File: config.mk
export PLATFORM = sky130hd
export DESIGN_NAME = skolem_tt_sweeper
export DESIGN_NICKNAME = d
export VERILOG_FILES = /design/src/rtl/skolem_harness_pkg.sv /design/src/rtl/skolem_sig_crc.sv /design/src/rtl/skolem_tt_sweeper.sv
export SDC_FILE = /design/constraint.sdc
export NUM_CORES = 1
export LEC_CHECK = 0
export BUFFER_PORTS_ARGS = -buffer_cell sky130_fd_sc_hd__buf_2
export CAP_MARGIN = 40
export CORE_UTILIZATION = 50
export CTS_CLUSTER_SIZE = 28
export DETAILED_ROUTE_END_ITERATION = 8
export GPL_TIMING_DRIVEN = 1
export PLACE_DENSITY_LB_ADDON = 0.1
export REMOVE_ABC_BUFFERS = 1
export SETUP_SLACK_MARGIN = 0.3
export SYNTH_ARGS = -nofsm -noshare
export SYNTH_HDL_FRONTEND = slang
export SYNTH_SLANG_ARGS = --single-unit
File: constraint.sdc
create_clock -name clk -period 3.9 [get_ports clk]
set_input_delay 0.195 -clock clk [delete_from_list [all_inputs] [get_ports clk]]
set_output_delay 0.195 -clock clk [all_outputs]
set_load 0.01 [all_outputs]
File: src/rtl/skolem_harness_pkg.sv
// Shared types and constants for the Skolem-function truth-table harness.
// Holds the sweep FSM encoding and the signature defaults.
package skolem_harness_pkg;

    typedef enum logic [2:0] {
        S_IDLE   = 3'd0,
        S_DRIVE  = 3'd1,
        S_SAMPLE = 3'd2,
        S_EMIT   = 3'd3,
        S_DONE   = 3'd4
    } state_e;

    localparam logic [15:0] DEF_POLY = 16'h1021;

    // Wide enough for any practical SIG_W; users take the low SIG_W bits.
    localparam logic [63:0] SIG_INIT = '1;

endpackage

File: src/rtl/skolem_sig_crc.sv
// Serial CRC signature register, one bit per enabled cycle.
// Clear loads the all-ones seed; clear wins over enable.
module skolem_sig_crc
    import skolem_harness_pkg::*;
#(
    parameter int              SIG_W = 16,
    parameter logic [SIG_W-1:0] POLY = SIG_W'(DEF_POLY)
) (
    input  logic             clk,
    input  logic             rst,
    input  logic             clr_i,
    input  logic             en_i,
    input  logic             bit_i,
    output logic [SIG_W-1:0] sig_o
);

    logic [SIG_W-1:0] sig_q, sig_d;
    logic             fb;

    always_comb begin
        fb    = sig_q[SIG_W-1] ^ bit_i;
        sig_d = sig_q;
        if (clr_i) begin
            sig_d = SIG_INIT[SIG_W-1:0];
        end else if (en_i) begin
            sig_d = {sig_q[SIG_W-2:0], 1'b0} ^ (fb ? POLY : '0);
        end
    end

    always_ff @(posedge clk or posedge rst) begin
        if (rst) sig_q <= SIG_INIT[SIG_W-1:0];
        else     sig_q <= sig_d;
    end

    assign sig_o = sig_q;

endmodule

File: src/rtl/skolem_tt_sweeper.sv
// Exhaustive truth-table sweeper for a combinational Skolem function:
// drives every input vector, packs samples into words, signs the stream.
module skolem_tt_sweeper
    import skolem_harness_pkg::*;
#(
    parameter int               N_IN   = 8,
    parameter int               SETTLE = 1,
    parameter int               WORD_W = 8,
    parameter int               SIG_W  = 16,
    parameter logic [SIG_W-1:0] POLY   = SIG_W'(DEF_POLY)
) (
    input  logic              clk,
    input  logic              rst,
    input  logic              start,
    output logic              busy,
    output logic              done,
    output logic [N_IN-1:0]   vec_o,
    input  logic              f_i,
    output logic              tt_valid,
    input  logic              tt_ready,
    output logic [WORD_W-1:0] tt_data,
    output logic              tt_last,
    output logic [N_IN:0]     ones_cnt,
    output logic [SIG_W-1:0]  signature,
    input  logic [SIG_W-1:0]  golden_sig,
    output logic              sig_match
);

    localparam int              LW        = (WORD_W > 1) ? $clog2(WORD_W) : 1;
    localparam int              CW        = $clog2(SETTLE + 2);
    localparam logic [CW-1:0]   SETTLE_LD = CW'(SETTLE);
    localparam logic [N_IN-1:0] VEC_LAST  = '1;
    localparam logic [N_IN-1:0] POS_MASK  = N_IN'(WORD_W - 1);
    localparam state_e          ST_VEC    = (SETTLE == 0) ? S_SAMPLE : S_DRIVE;

    if (N_IN < $clog2(WORD_W) || ((1 << N_IN) % WORD_W) != 0) begin : g_bad_cfg
        $error("skolem_tt_sweeper: 2**N_IN must be a multiple of WORD_W");
    end

    state_e            state_q, state_d;
    logic [N_IN-1:0]   vec_q, vec_d;
    logic [N_IN:0]     ones_q, ones_d;
    logic [WORD_W-1:0] word_q, word_d;
    logic [CW-1:0]     settle_q, settle_d;
    logic [LW-1:0]     pos;
    logic              word_end;
    logic              crc_clr, crc_en;

    assign pos      = LW'(vec_q & POS_MASK);
    assign word_end = (pos == LW'(WORD_W - 1));

    always_comb begin
        state_d  = state_q;
        vec_d    = vec_q;
        ones_d   = ones_q;
        word_d   = word_q;
        settle_d = settle_q;
        crc_clr  = 1'b0;
        crc_en   = 1'b0;
        unique case (state_q)
            S_IDLE, S_DONE: begin
                if (start) begin
                    vec_d    = '0;
                    ones_d   = '0;
                    word_d   = '0;
                    settle_d = SETTLE_LD;
                    crc_clr  = 1'b1;
                    state_d  = ST_VEC;
                end
            end
            S_DRIVE: begin
                settle_d = settle_q - CW'(1);
                if (settle_q <= CW'(1)) state_d = S_SAMPLE;
            end
            S_SAMPLE: begin
                word_d[pos] = f_i;
                ones_d      = ones_q + (N_IN+1)'(f_i);
                crc_en      = 1'b1;
                if (word_end) begin
                    state_d = S_EMIT;
                end else begin
                    vec_d    = vec_q + N_IN'(1);
                    settle_d = SETTLE_LD;
                    state_d  = ST_VEC;
                end
            end
            S_EMIT: begin
                // vec_q is held until the consumer takes the word
                if (tt_ready) begin
                    if (vec_q == VEC_LAST) begin
                        state_d = S_DONE;
                    end else begin
                        vec_d    = vec_q + N_IN'(1);
                        settle_d = SETTLE_LD;
                        state_d  = ST_VEC;
                    end
                end
            end
            default: state_d = S_IDLE;
        endcase
    end

    always_ff @(posedge clk or posedge rst) begin
        if (rst) begin
            state_q  <= S_IDLE;
            vec_q    <= '0;
            ones_q   <= '0;
            word_q   <= '0;
            settle_q <= '0;
        end else begin
            state_q  <= state_d;
            vec_q    <= vec_d;
            ones_q   <= ones_d;
            word_q   <= word_d;
            settle_q <= settle_d;
        end
    end

    skolem_sig_crc #(
        .SIG_W (SIG_W),
        .POLY  (POLY)
    ) u_crc (
        .clk   (clk),
        .rst   (rst),
        .clr_i (crc_clr),
        .en_i  (crc_en),
        .bit_i (f_i),
        .sig_o (signature)
    );

    assign busy      = (state_q == S_DRIVE) || (state_q == S_SAMPLE) || (state_q == S_EMIT);
    assign done      = (state_q == S_DONE);
    assign vec_o     = vec_q;
    assign tt_valid  = (state_q == S_EMIT);
    assign tt_data   = word_q;
    assign tt_last   = tt_valid && (vec_q == VEC_LAST);
    assign ones_cnt  = ones_q;
    assign sig_match = done && (signature == golden_sig);

endmodule

# [Word level (Yosys, flattened, before mapping)]
# Index checks and enable logic that the tools add are counted.
[totals] regBits=46 output_inout_bits=46
[classes] n_addsub=3 n_lt_le_gt_ge=3 n_eq_ne=12 mux=28 n_bitwise=2 n_reduce_logical=15
[ops] cell="16-bit 2-to-1 mux" n=2
[ops] cell="8-bit 2-to-1 mux" n=4
[ops] cell="8-bit one-hot mux with 3 select lines" n=1
[ops] cell="9-bit one-hot mux with 2 select lines" n=1
[ops] cell="16-bit == test" n=1
[ops] cell="8-bit one-hot mux with 2 select lines" n=1
[ops] cell="16-bit XOR" n=1
[ops] cell="13-bit 2-to-1 mux" n=1
[ops] cell="3-bit 2-to-1 mux" n=4
[ops] cell="3-bit one-hot mux with 4 select lines" n=1
[ops] cell="2-bit 2-to-1 mux" n=5
[ops] cell="5-bit AND reduction" n=2
[ops] cell="9-bit by 1-bit adder with 9-bit output" n=1
[ops] cell="9-bit 2-to-1 mux" n=1
[ops] cell="8-bit by 1-bit adder with 8-bit output, second input constant" n=1
[ops] cell="8-bit bitwise mux" n=1
[ops] cell="8-bit == test, second input constant" n=1
[ops] cell="2-bit inequality test, second input constant" n=4
[ops] cell="2-bit one-hot mux with 4 select lines" n=1
[ops] cell="3-bit by 2-bit == test with 1-bit output, second input constant" n=2
[ops] cell="3-bit == test, second input constant" n=2
[ops] cell="3-bit by 4-bit less-than comparator with 1-bit output, second input constant" n=1
[ops] cell="1-bit 2-to-1 mux" n=4
[ops] cell="2-bit nonzero test" n=2
[ops] cell="other kinds (15)" n=18

# [Depth between registers and ports, before layout]
# Gate-level depths: netlist (run 1).
[logic_depth] depth_word=6 mapped_depth=8 depth_no_buf=6

# [Hierarchy]
# From an unflattened synthesis (run 1), not the netlist that was laid out.
[hier_totals] hier_cells=259 hier_area_um2=2596.2
[modules_own_cells] module="skolem_tt_sweeper" instances=1 cells_per_inst=202 area_per_inst_um2=1851.8 seq_area_each_um2=750.7
[modules_own_cells] module="skolem_sig_crc" instances=1 cells_per_inst=57 area_per_inst_um2=744.5 seq_area_each_um2=420.4

# [Worst setup path after synthesis (run 1)]
# No wires, ideal clock.
[synth_timing] path_kind="reg2reg" from="register vec_q[0] (netlist: vec_o[0])" to="register vec_q[5] (netlist: vec_o[5])" setup_time_ns=0.121 arrival_time_ns=1.645 slack_ns=2.134 path_stages_with_launch=8 path_buffers=1 synth_period_minus_slack_ns=1.766 path_cell_list="dfrtp_1 > ha_1 > ha_1 > nor2b_1 > clkbuf_1 > nor4_1 > xor2_1 > a22o_1"
[synth_between] elab_chain_cells=4 word_cells_on_any_way=10 cone_classes="add/sub: 1; eq/ne: 4; mux: 4; reduce/logical: 1"
[synth_rtl] item="start, declared" line="skolem_tt_sweeper.sv:41" rtl="logic [N_IN-1:0] vec_q, vec_d;"
[synth_rtl] item="start signal, assigned" line="skolem_tt_sweeper.sv:112" rtl="vec_q <= vec_d;"
[synth_rtl] item="8-bit by 1-bit adder with 8-bit output" line="skolem_tt_sweeper.sv:82, skolem_tt_sweeper.sv:93"
[synth_rtl] item="8-bit 2-to-1 mux" line="skolem_tt_sweeper.sv:90" rtl="if (vec_q == VEC_LAST) begin"
[synth_rtl] item="8-bit 2-to-1 mux" line="skolem_tt_sweeper.sv:89" rtl="if (tt_ready) begin"
[synth_rtl] item="8-bit one-hot mux with 3 select lines" line="skolem_tt_sweeper.sv:60" rtl="unique case (state_q)"
# Parallel ways exist; a longest one is shown, timed or not. The select of a mux whose other input is x is not followed.
# A chain may end at the register's enable or synchronous reset.

# [Worst setup path in the final report (run 1)]
[layout_timing] from="register vec_q[1] (netlist: vec_o[1])" to="output tt_last"
[layout_between] elab_chain_cells=2
[layout_rtl] item="8-bit == test" line="skolem_tt_sweeper.sv:136" rtl="assign tt_last = tt_valid && (vec_q == VEC_LAST);"
[layout_rtl] item="1-bit logical AND" line="skolem_tt_sweeper.sv:136"
[layout_rtl] item="end, declared" line="skolem_tt_sweeper.sv:22" rtl="output logic tt_last,"
# Every way passes these cells.

==> impl_metrics.yaml, run 1 <==
run_status:
  outcome: "complete, no violations"
worst_setup_path:
  cp_max_fo: 13
  crit_path_top_delay_cell: "dfrtp_1"
  cp.required_ns: 3.70
  arrival_ns: 1.93
  cp-start-kind: "flop"
  timing.rr.start: "vec_o[1]$_DFFE_PP0P_"
  path_cells: "ha_1 -> nand4_1 -> or2_0 -> nor2_1 -> buf_2"
  endpoint_kind: "output pin"
  cpPeakStageDelay_ns: 0.58
  worst-r2r-cell-count: 6
  r2r_setup_slack_ns: 1.80
  r2r_end: "vec_o[0]$_DFFE_PP0P_"
  path_class: "flop to output pin"
finish:
  nFillCells: 440
  drive_gt1_frac: 0.2789
  fin_nets: 362
  diodes: 0
  fin_area_sq_um: 2985
  area_delta_synth_final_pct: 16.90
grt:
  grt_pass1_wl_mm: 9.577
  gr-total-overflow: 0
  antenna_found_initial: 0
  grtUsageTotal: 0.2288
  grt_pass1_vias: 2044
  grt_max_degree: 47
clocking:
  ctsResizeCount: 0
  clock_path_buffers: 2
  tritoncts: "yes"
  clkTransAtPathRegs_ns: 0.08
  clock-sinks: 46
  cts_setup_buffers: 0
  cts_buffers: 5
  holdBufCountCts: 0
  clkLatencyLatePin_ns: 0.29
  clockRootBuffer: "clkbuf_8"
  htreeDepth: 2
pwr:
  ir_worst_vdd_mv: 0.3352
  leakagePower_nw: 1.457
  fin_total_pwr_mw: 2.093
  power_density_nw_per_um2: 701.2
sta:
  rsz0062_at_grt: "no"
  fin_crit_sh: 0.5452
  hold_viol: 0
  tightest_slew_ns: 0.7985
  skew_ns: 0.005497
  drv_slew: 0
  period_needed_ns: 2.126
  relSlewSlack: 0.4677
  tns_ns: 0
  setup_viol: 0
  fmax_mhz: 470.3
logic_synthesis:
  synthesis.area_sq_um: 2554
  async_reset_ff_frac: 1.000
  ys_top_cells_by_area: "dfrtp_1 29%, dfstp_2 16%, nand2_1 7.2%"
  ys_types: 42
  postSynthAreaPerCell_sq_um: 9.120
  ys_warn_count: 0
  synth_top_area_share: 0.2940
  synth_edf_count: 0
  synthFlopType: "dfrtp_1"
  synth-seq-cells: 46
  synth.yosys.seq_area_share: 0.4586
  yosysTopAreaCell: "dfrtp_1"
  postSynthCellCount: 280
floorplan:
  placementRows: 25
  ios: 67
  start_util: 0.5301
  die_area_sq_um: 5397
  fp.dieH_microns: 73.47
  core_sq_um: 4817
  die_w_microns: 73.47
flow_run:
  cap_violations: 0
route:
  vias: 2233
  ant_nets: 0
  drtPass1Iterations: 4
  drt_iter0_markers: 107
  route.final.wire_length_mm: 5.622
  post_drt_wl_per_cell_microns: 13.92
  vias_per_cell: 5.527
  drcViolationCount: 0
place:
  routabilityCongestion: 0.8460
  dp_hpwl_mm: 3.945
  dpl_cell_area_sq_um: 2904
  port_buffers: 66
hold_path:
  hp-class: "primary input to async pin"
==> routing by layer <==
| metal | global-route usage | part of all wire | up-vias |
|---|---|---|---|
| li1 | - | - | 1085 |
| met1 | 0.3187 | 0.47 | 1095 |
| met2 | 0.3619 | 0.48 | 45 |
| met3 | 0.05075 | 0.035 | 8 |
| met4 | 0.05769 | 0.011 | 0 |
| met5 | 0 | 0 | - |
==> worst max-delay path, delay by kind of cell, from the launching register on <==
kind                     cells  cell delay [ns]
AND/OR/NAND/NOR              3             0.62
flip-flops                   1             0.58
buffers and inverters        1             0.13
adder cells (fa/ha/maj)      1             0.31
==> cells by family after synthesis <==
group	count (synthesis)	share of synthesized area
compound gates	48	0.1225
xor+xnor	24	0.08231
fa+ha+maj	5	0.02450
buf+inv	26	0.05046
flops	46	0.4586
mux	5	0.01960
simple gates	126	0.2420
==> power breakdown <==
group          internal [mW]  total [mW]  switching [mW]
Combinational          0.407       0.909           0.502
Clock                  0.123       0.275           0.151
Sequential             0.687       0.909           0.222
==> per-stage QoR <==
| step | hold slack (ns) | utilization | setup WS [ns] | instances |
|---|---|---|---|---|
| 2_1_floorplan | 0.3364 | - | 1.827 | 260 |
| 3_3_place_gp | 0.3663 | 0.5971 | 1.868 | 395 |
| 3_5_place_dp | 0.3723 | 0.6029 | 1.821 | 396 |
| 4_1_cts | 0.05336 | 0.6197 | 1.759 | 404 |
| 5_1_grt | 0.06425 | 0.6197 | 1.590 | 404 |
| 6_report | 0.03229 | 0.6197 | 1.774 | 404 |
==> flip-flops by register name, indices dropped and copies added (netlist names) <==
name	cells
tt_data	8
vec_o	8
ones_cnt	9
state_q	3
u_crc.sig_o	16
settle_q	2
==> synth_stat cells, drive strengths merged (6+ instances only) <==
| master | number |
|---|---|
| a21oi | 6 |
| a22o | 7 |
| buf | 14 |
| clkbuf | 6 |
| dfrtp | 30 |
| dfstp | 16 |
| inv | 6 |
| nand2 | 50 |
| nand3 | 26 |
| nand4 | 8 |
| nor2 | 11 |
| nor2b | 6 |
| o21ai | 19 |
| xnor2 | 19 |
==> worst max path at each step <==
| stage | start | slack (ns) | endpoint |
|---|---|---|---|
| 4_1_cts | u_crc.sig_o[6]$_DFFE_PP1P_ | 1.76 | sig_match |
| 3_5_place_dp | vec_o[1]$_DFFE_PP0P_ | 1.82 | vec_o[0]$_DFFE_PP0P_ |
| 3_3_place_gp | state_q[0]$_DFFE_PP0P_ | 1.87 | vec_o[5]$_DFFE_PP0P_ |
| 2_1_floorplan | state_q[2]$_DFFE_PP0P_ | 1.83 | ones_cnt[7]$_DFFE_PP0P_ |
| 6_report | vec_o[1]$_DFFE_PP0P_ | 1.77 | tt_last |
| 5_1_grt | vec_o[1]$_DFFE_PP0P_ | 1.59 | tt_last |
==> cells in the final DEF, fill, tap and decap left out, types with 2 or more instances in the layout <==
cell and n:
buf_2 66, ha_1 5, nand4_1 8, nor3_1 5
dfstp_2 16, a22o_1 7, a21oi_1 6, or3b_1 2
buf_4 2, and2_1 3, nor2_1 11, xnor2_1 19
o211ai_1 4, clkinv_1 2, nand2b_1 3, nor2b_1 6
and3_1 4, dfrtp_1 30, o21ai_1 2, inv_1 5
mux2i_1 5, clkbuf_8 5, o31ai_1 4, nor4_1 3
nand3_1 26, nand2_1 49, xor2_1 5, a221o_1 2
o21ai_0 17
==> area by class of cell <==
type | instances | area, sq um | share of cell area
multi-input cells | 208 | 1254 | 0.4199
flip-flops and latches | 46 | 1171 | 0.3923
repair buffers | 69 | 372.9 | 0.1249
well taps | 67 | 83.83 | 0.02808
clock buffers | 6 | 72.57 | 0.02431
inverters | 6 | 22.52 | 0.007544
clock inverters | 2 | 8.758 | 0.002934
No activity file was read; power rests on OpenSTA's default activity.
==> run 2, diff against run 1 <==
- CORE_UTILIZATION: 50 -> 48
- clock period: 3.9 -> 1.9 ns (I/O delays scaled with it)
==> impl_metrics.yaml, run 2 (synthesized netlist as in run 1, its figures left out) <==
run_status:
  outcome: "complete, no violations"
sta:
  relSlewSlack: 0.6718
  drv_slew: 0
  holdWs_ns: 0.1094
  skew_ns: 0.008447
  fmax_mhz: 545.5
  fin_crit_sh: 0.9648
  period_needed_ns: 1.833
  setup_viol: 0
  rsz0062_at_grt: "yes"
  hold_viol: 0
  tightest_slew_ns: 0.4923
  tns_ns: 0
grt:
  grt_use_met1: 0.2982
  grt_max_degree: 27
  grtUsageMet2: 0.3914
  gr-total-overflow: 0
  grt_pass1_vias: 2035
  grt_pass1_wl_mm: 9.604
  grtUsageTotal: 0.2279
  antenna_found_initial: 0
  grt-busiest-layer: "met2"
  use_met3: 0.04016
clocking:
  clock-sinks: 46
  clkLatencyLatePin_ns: 0.30
  cts_buffers: 5
  clockRootBuffer: "clkbuf_8"
  htreeDepth: 2
  clock_path_buffers: 2
  clkTransAtPathRegs_ns: 0.08
  tritoncts: "yes"
finish:
  fin_area_sq_um: 3612
  fin_util: 0.7073
  final_cells: 448
  largest_reg_flops: 16
  diodes: 0
  final_cell_mix: "65 x buf_2, 48 x nand2_1, 32 x buf_4, 26 x dfrtp_1, 25 x nand3_1"
  drive_gt1_frac: 0.4524
  area_delta_synth_final_pct: 41.45
  nFillCells: 393
  layout_commonest_cell: "buf_2"
  fin_nets: 403
place:
  dpl_cell_area_sq_um: 2983
  dp_hpwl_mm: 4.254
  port_buffers: 66
  routabilityCongestion: 0.9119
  dp_cells: 409
route:
  drtPass1Iterations: 4
  vias_per_cell: 5.355
  post_drt_wl_per_cell_microns: 15.28
  drcViolationCount: 0
  ant_nets: 0
  drt_iter0_markers: 120
  vias: 2399
  route.final.wire_length_mm: 6.846
worst_setup_path:
  timing.rr.start: "vec_o[0]$_DFFE_PP0P_"
  path_delay_family: "simple AND/OR/NAND/NOR gates"
  path_buf_inv: 1
  crit_path_top_delay_cell: "dfstp_2"
  cpPeakStageDelay_ns: 0.57
  cp.required_ns: 1.80
  endpoint_kind: "output pin"
  worst-r2r-cell-count: 7
  arrival_ns: 1.74
  r2r_end: "vec_o[0]$_DFFE_PP0P_"
  path_cells: "xnor2_2 -> nand4_1 -> nor4_2 -> and3_1 -> buf_2"
  cp-start-kind: "flop"
  r2r_setup_slack_ns: 0.19
  cp_max_fo: 2
  path_class: "flop to output pin"
floorplan:
  start_util: 0.5000
  ios: 67
  fp.dieH_microns: 74.94
  die_w_microns: 74.94
  die_area_sq_um: 5616
  placementRows: 26
  core_sq_um: 5107
pwr:
  power_density_nw_per_um2: 1443
  leakagePower_nw: 1.714
  ir_worst_vdd_mv: 0.8879
flow_run:
  cap_violations: 0
hold_path:
  hp-class: "primary input to flop"
  min_path_cells: 3
  hold_start: "f_i"
  min_to: "tt_data[0]$_DFFE_PP0P_"
[run 2: what timing repair did]
item,CTS,global route
cloned,0,1
setup buffers,11,18
endpoints found under the hold margin,20,0
pin swaps,8,24
gates resized for setup,25,44
hold buffers,1,0
setup endpoints to repair,38,23
[run 2: metal layers]
layer,share of wire,vias up
li1,-,1166
met1,0.44,1149
met2,0.51,75
met3,0.039,9
met4,0.013,0
met5,0,-
[run 2: worst max path at each step]
stage / from / end / slack (ns) / cells past startpoint
floorplan: state_q[2]$_DFFE_PP0P_ / ones_cnt[7]$_DFFE_PP0P_ / -0.17 / 4
global placement: vec_o[0]$_DFFE_PP0P_ / vec_o[5]$_DFFE_PP0P_ / 0.21 / 6
detailed placement: vec_o[0]$_DFFE_PP0P_ / vec_o[0]$_DFFE_PP0P_ / 0.16 / 6
CTS: u_crc.sig_o[8]$_DFFE_PP1P_ / sig_match / 0.06 / 5
global route: u_crc.sig_o[1]$_DFFE_PP1P_ / sig_match / -0.04 / 5
finish: u_crc.sig_o[8]$_DFFE_PP1P_ / sig_match / 0.07 / 5
[run 2: power breakdown]
group | internal [mW] | switching, mW | leakage [nW]
Combinational | 1.30 | 1.40 | 1.09
Clock | 0.394 | 0.342 | 0.0585
Sequential | 1.41 | 0.360 | 0.569
[run 2: through the flow]
step / setup slack (ns) / power (mW)
3_5_place_dp: 0.1638 / 3.811
2_1_floorplan: -0.1731 / 3.047
6_report: 0.06691 / 5.214
3_3_place_gp: 0.2096 / 3.774
5_1_grt: -0.04285 / 5.595
4_1_cts: 0.05523 / 4.720
[run 2: tightest hold or removal path, delay by kind of cell]
kind	cells	cell delay, ns
buffers and inverters	2	0.19
AO/OA/AOI/OAI	1	0.07
[run 2: cell type report]
cell class	count	area, sq um	area share
Clock buffer	5	68.82	0.01905
Clock inverter	3	43.79	0.01212
Timing Repair Buffer	110	728.2	0.2016
Multi-Input combinational cell	208	1485	0.4112
Tap cell	70	87.58	0.02425
Inverter	6	22.52	0.006235
Sequential cell	46	1176	0.3256
==> run 3, diff against run 2 <==
- ABC_AREA: not set -> 1
- PLACE_DENSITY: not set -> 0.77
- PLACE_DENSITY_LB_ADDON: 0.1 -> not set
==> impl_metrics.yaml, run 3 <==
run_status:
  outcome: "complete, no violations"
logic_synthesis:
  synthesis.area_sq_um: 2745
  ys_types: 29
  yosysTopAreaCell: "dfrtp_1"
  synth_commonest_cells: "122 x nand2_1, 48 x inv_1, 30 x dfrtp_1"
  ys_warn_count: 0
  synthFlopType: "dfrtp_1"
  postSynthCellCount: 375
  postSynthAreaPerCell_sq_um: 7.320
  synth.yosys.seq_area_share: 0.4266
  synth_top_area_share: 0.2735
  post-synth-top-count-cell: "nand2_1"
  synth_edf_count: 0
  ys_top_cells_by_area: "dfrtp_1 27%, nand2_1 17%, dfstp_2 15%"
  async_reset_ff_frac: 1.000
  synth-seq-cells: 46
clocking:
  clkTransAtPathRegs_ns: 0.08
  clock-sinks: 46
  htreeDepth: 2
  clockRootBuffer: "clkbuf_8"
  cts_buffers: 5
  clock_path_buffers: 2
  clkLatencyLatePin_ns: 0.30
  tritoncts: "yes"
sta:
  rsz0062_at_grt: "yes"
  setup_viol: 0
  period_needed_ns: 1.583
  drv_slew: 0
  relSlewSlack: 0.6082
  fmax_mhz: 631.8
  tns_ns: 0
  tightest_slew_ns: 0.5877
  final.setup.worst_slack_ns: 0.3173
  skew_ns: 0.005485
  holdWs_ns: 0.1271
  hold_viol: 0
  fin_crit_sh: 0.8330
place:
  place_ws_ns: 0.2602
  routabilityCongestion: 0.8900
  dp_hpwl_mm: 4.620
  port_buffers: 66
finish:
  final_cell_mix: "120 x nand2_1, 66 x buf_2, 46 x inv_1, 25 x dfrtp_1, 23 x o21ai_0"
  fin_util: 0.6174
  largest_reg_flops: 16
  area_delta_synth_final_pct: 23.84
  ff_latch_area_sq_um: 1177
  layout_commonest_cell: "nand2_1"
  nFillCells: 501
  diodes: 0
  multi_input_area_sq_um: 1368
  fin_nets: 484
  drive_gt1_frac: 0.3007
hold_path:
  hold_start: "f_i"
  min_path_cells: 3
  min_to: "tt_data[0]$_DFFE_PP0P_"
  hp-class: "primary input to flop"
worst_setup_path:
  r2r_end: "state_q[2]$_DFFE_PP0P_"
  endpoint_kind: "output pin"
  cp.required_ns: 1.80
  path_cells: "buf_4 -> nand2_2 -> nor2_2 -> nand3_2 -> inv_1 -> buf_2"
  r2r_setup_slack_ns: 0.39
  cpPeakStageDelay_ns: 0.41
  worst-r2r-cell-count: 7
  arrival_ns: 1.49
  path_class: "flop to output pin"
  cp_max_fo: 4
  crit_path_top_delay_cell: "dfrtp_2"
  timing.rr.start: "state_q[0]$_DFFE_PP0P_"
  cp-start-kind: "flop"
route:
  route.final.wire_length_mm: 6.534
  vias: 2681
  post_drt_wl_per_cell_microns: 12.31
  drtPass1Iterations: 4
  vias_per_cell: 5.049
  drcViolationCount: 0
  drt_iter0_markers: 167
  ant_nets: 0
grt:
  antenna_found_initial: 0
  grt_max_degree: 47
  grtUsageTotal: 0.2305
  grt_pass1_wl_mm: 11.05
  gr-total-overflow: 0
  grt_pass1_vias: 2484
pwr:
  power_density_nw_per_um2: 1277
  leakagePower_nw: 1.853
  ir_worst_vdd_mv: 0.5694
floorplan:
  start_util: 0.4985
  core_sq_um: 5507
  die_area_sq_um: 6026
  placementRows: 27
  fp.dieH_microns: 77.63
  ios: 67
  die_w_microns: 77.63
flow_run:
  cap_violations: 0
run 3: kinds of logic (layout without fill, tap and decap cells):
group,Yosys count,count (layout),share of synthesized area
simple gates,196,196,0.3145
buf+inv,60,144,0.09206
compound gates,59,59,0.1153
flops,46,46,0.4266
xor+xnor,9,9,0.02872
fa+ha+maj,5,5,0.02279
run 3: repair_timing:
| item | in CTS | in global routing |
|---|---|---|
| resized for setup | 8 | 10 |
| hold buffers | 1 | 0 |
| setup endpoints to repair | 11 | 19 |
| pin swaps | 0 | 9 |
| setup buffers | 3 | 10 |
| cloned | 0 | 0 |
| endpoints found under the hold margin | 30 | 0 |
run 3: layer usage:
layer  up-vias  global-route usage  wire, microns
li1       1344                   -              -
met1      1242              0.2940           2967
met2        82              0.3814           3021
met3        13             0.04824            428
met4         0             0.09057            117
met5         -                   0              0
run 3: how the worst max path moves through the flow:
| stage | startpoint | end | depth (start not counted) |
|---|---|---|---|
| CTS | state_q[1]$_DFFE_PP0P_ | sig_match | 8 |
| detailed placement | state_q[1]$_DFFE_PP0P_ | vec_o[2]$_DFFE_PP0P_ | 7 |
| global route | u_crc.sig_o[6]$_DFFE_PP1P_ | sig_match | 9 |
| finish | state_q[1]$_DFFE_PP0P_ | tt_last | 6 |
| floorplan | vec_o[1]$_DFFE_PP0P_ | vec_o[6]$_DFFE_PP0P_ | 8 |
| global placement | state_q[1]$_DFFE_PP0P_ | vec_o[5]$_DFFE_PP0P_ | 7 |
run 3: through the flow:
stage / instances / area [sq um] / total power, mW
detailed placement: 509 / 3138 / 3.468
global placement: 509 / 3138 / 3.406
CTS: 521 / 3288 / 4.214
global route: 531 / 3400 / 4.689
finish: 531 / 3400 / 4.341
floorplan: 367 / 2688 / 2.851
run 3: layout make-up:
| class | count | area share |
|---|---|---|
| repair buffers | 84 | 0.1377 |
| flip-flops and latches | 46 | 0.3463 |
| well taps | 72 | 0.02650 |
| clock buffers | 8 | 0.02981 |
| inverters | 52 | 0.05742 |
| multi-input cells | 269 | 0.4023 |
run 3: report_power, final:
group          internal, mW  switching, mW
logic                 0.798           1.26
clock network         0.341          0.318
registers              1.36          0.258
run 3: worst max-delay path: cells and delay by family (launching register included):
family	cells	cell delay [ns]
flops	1	0.41
simple gates	3	0.38
buf+inv	3	0.41
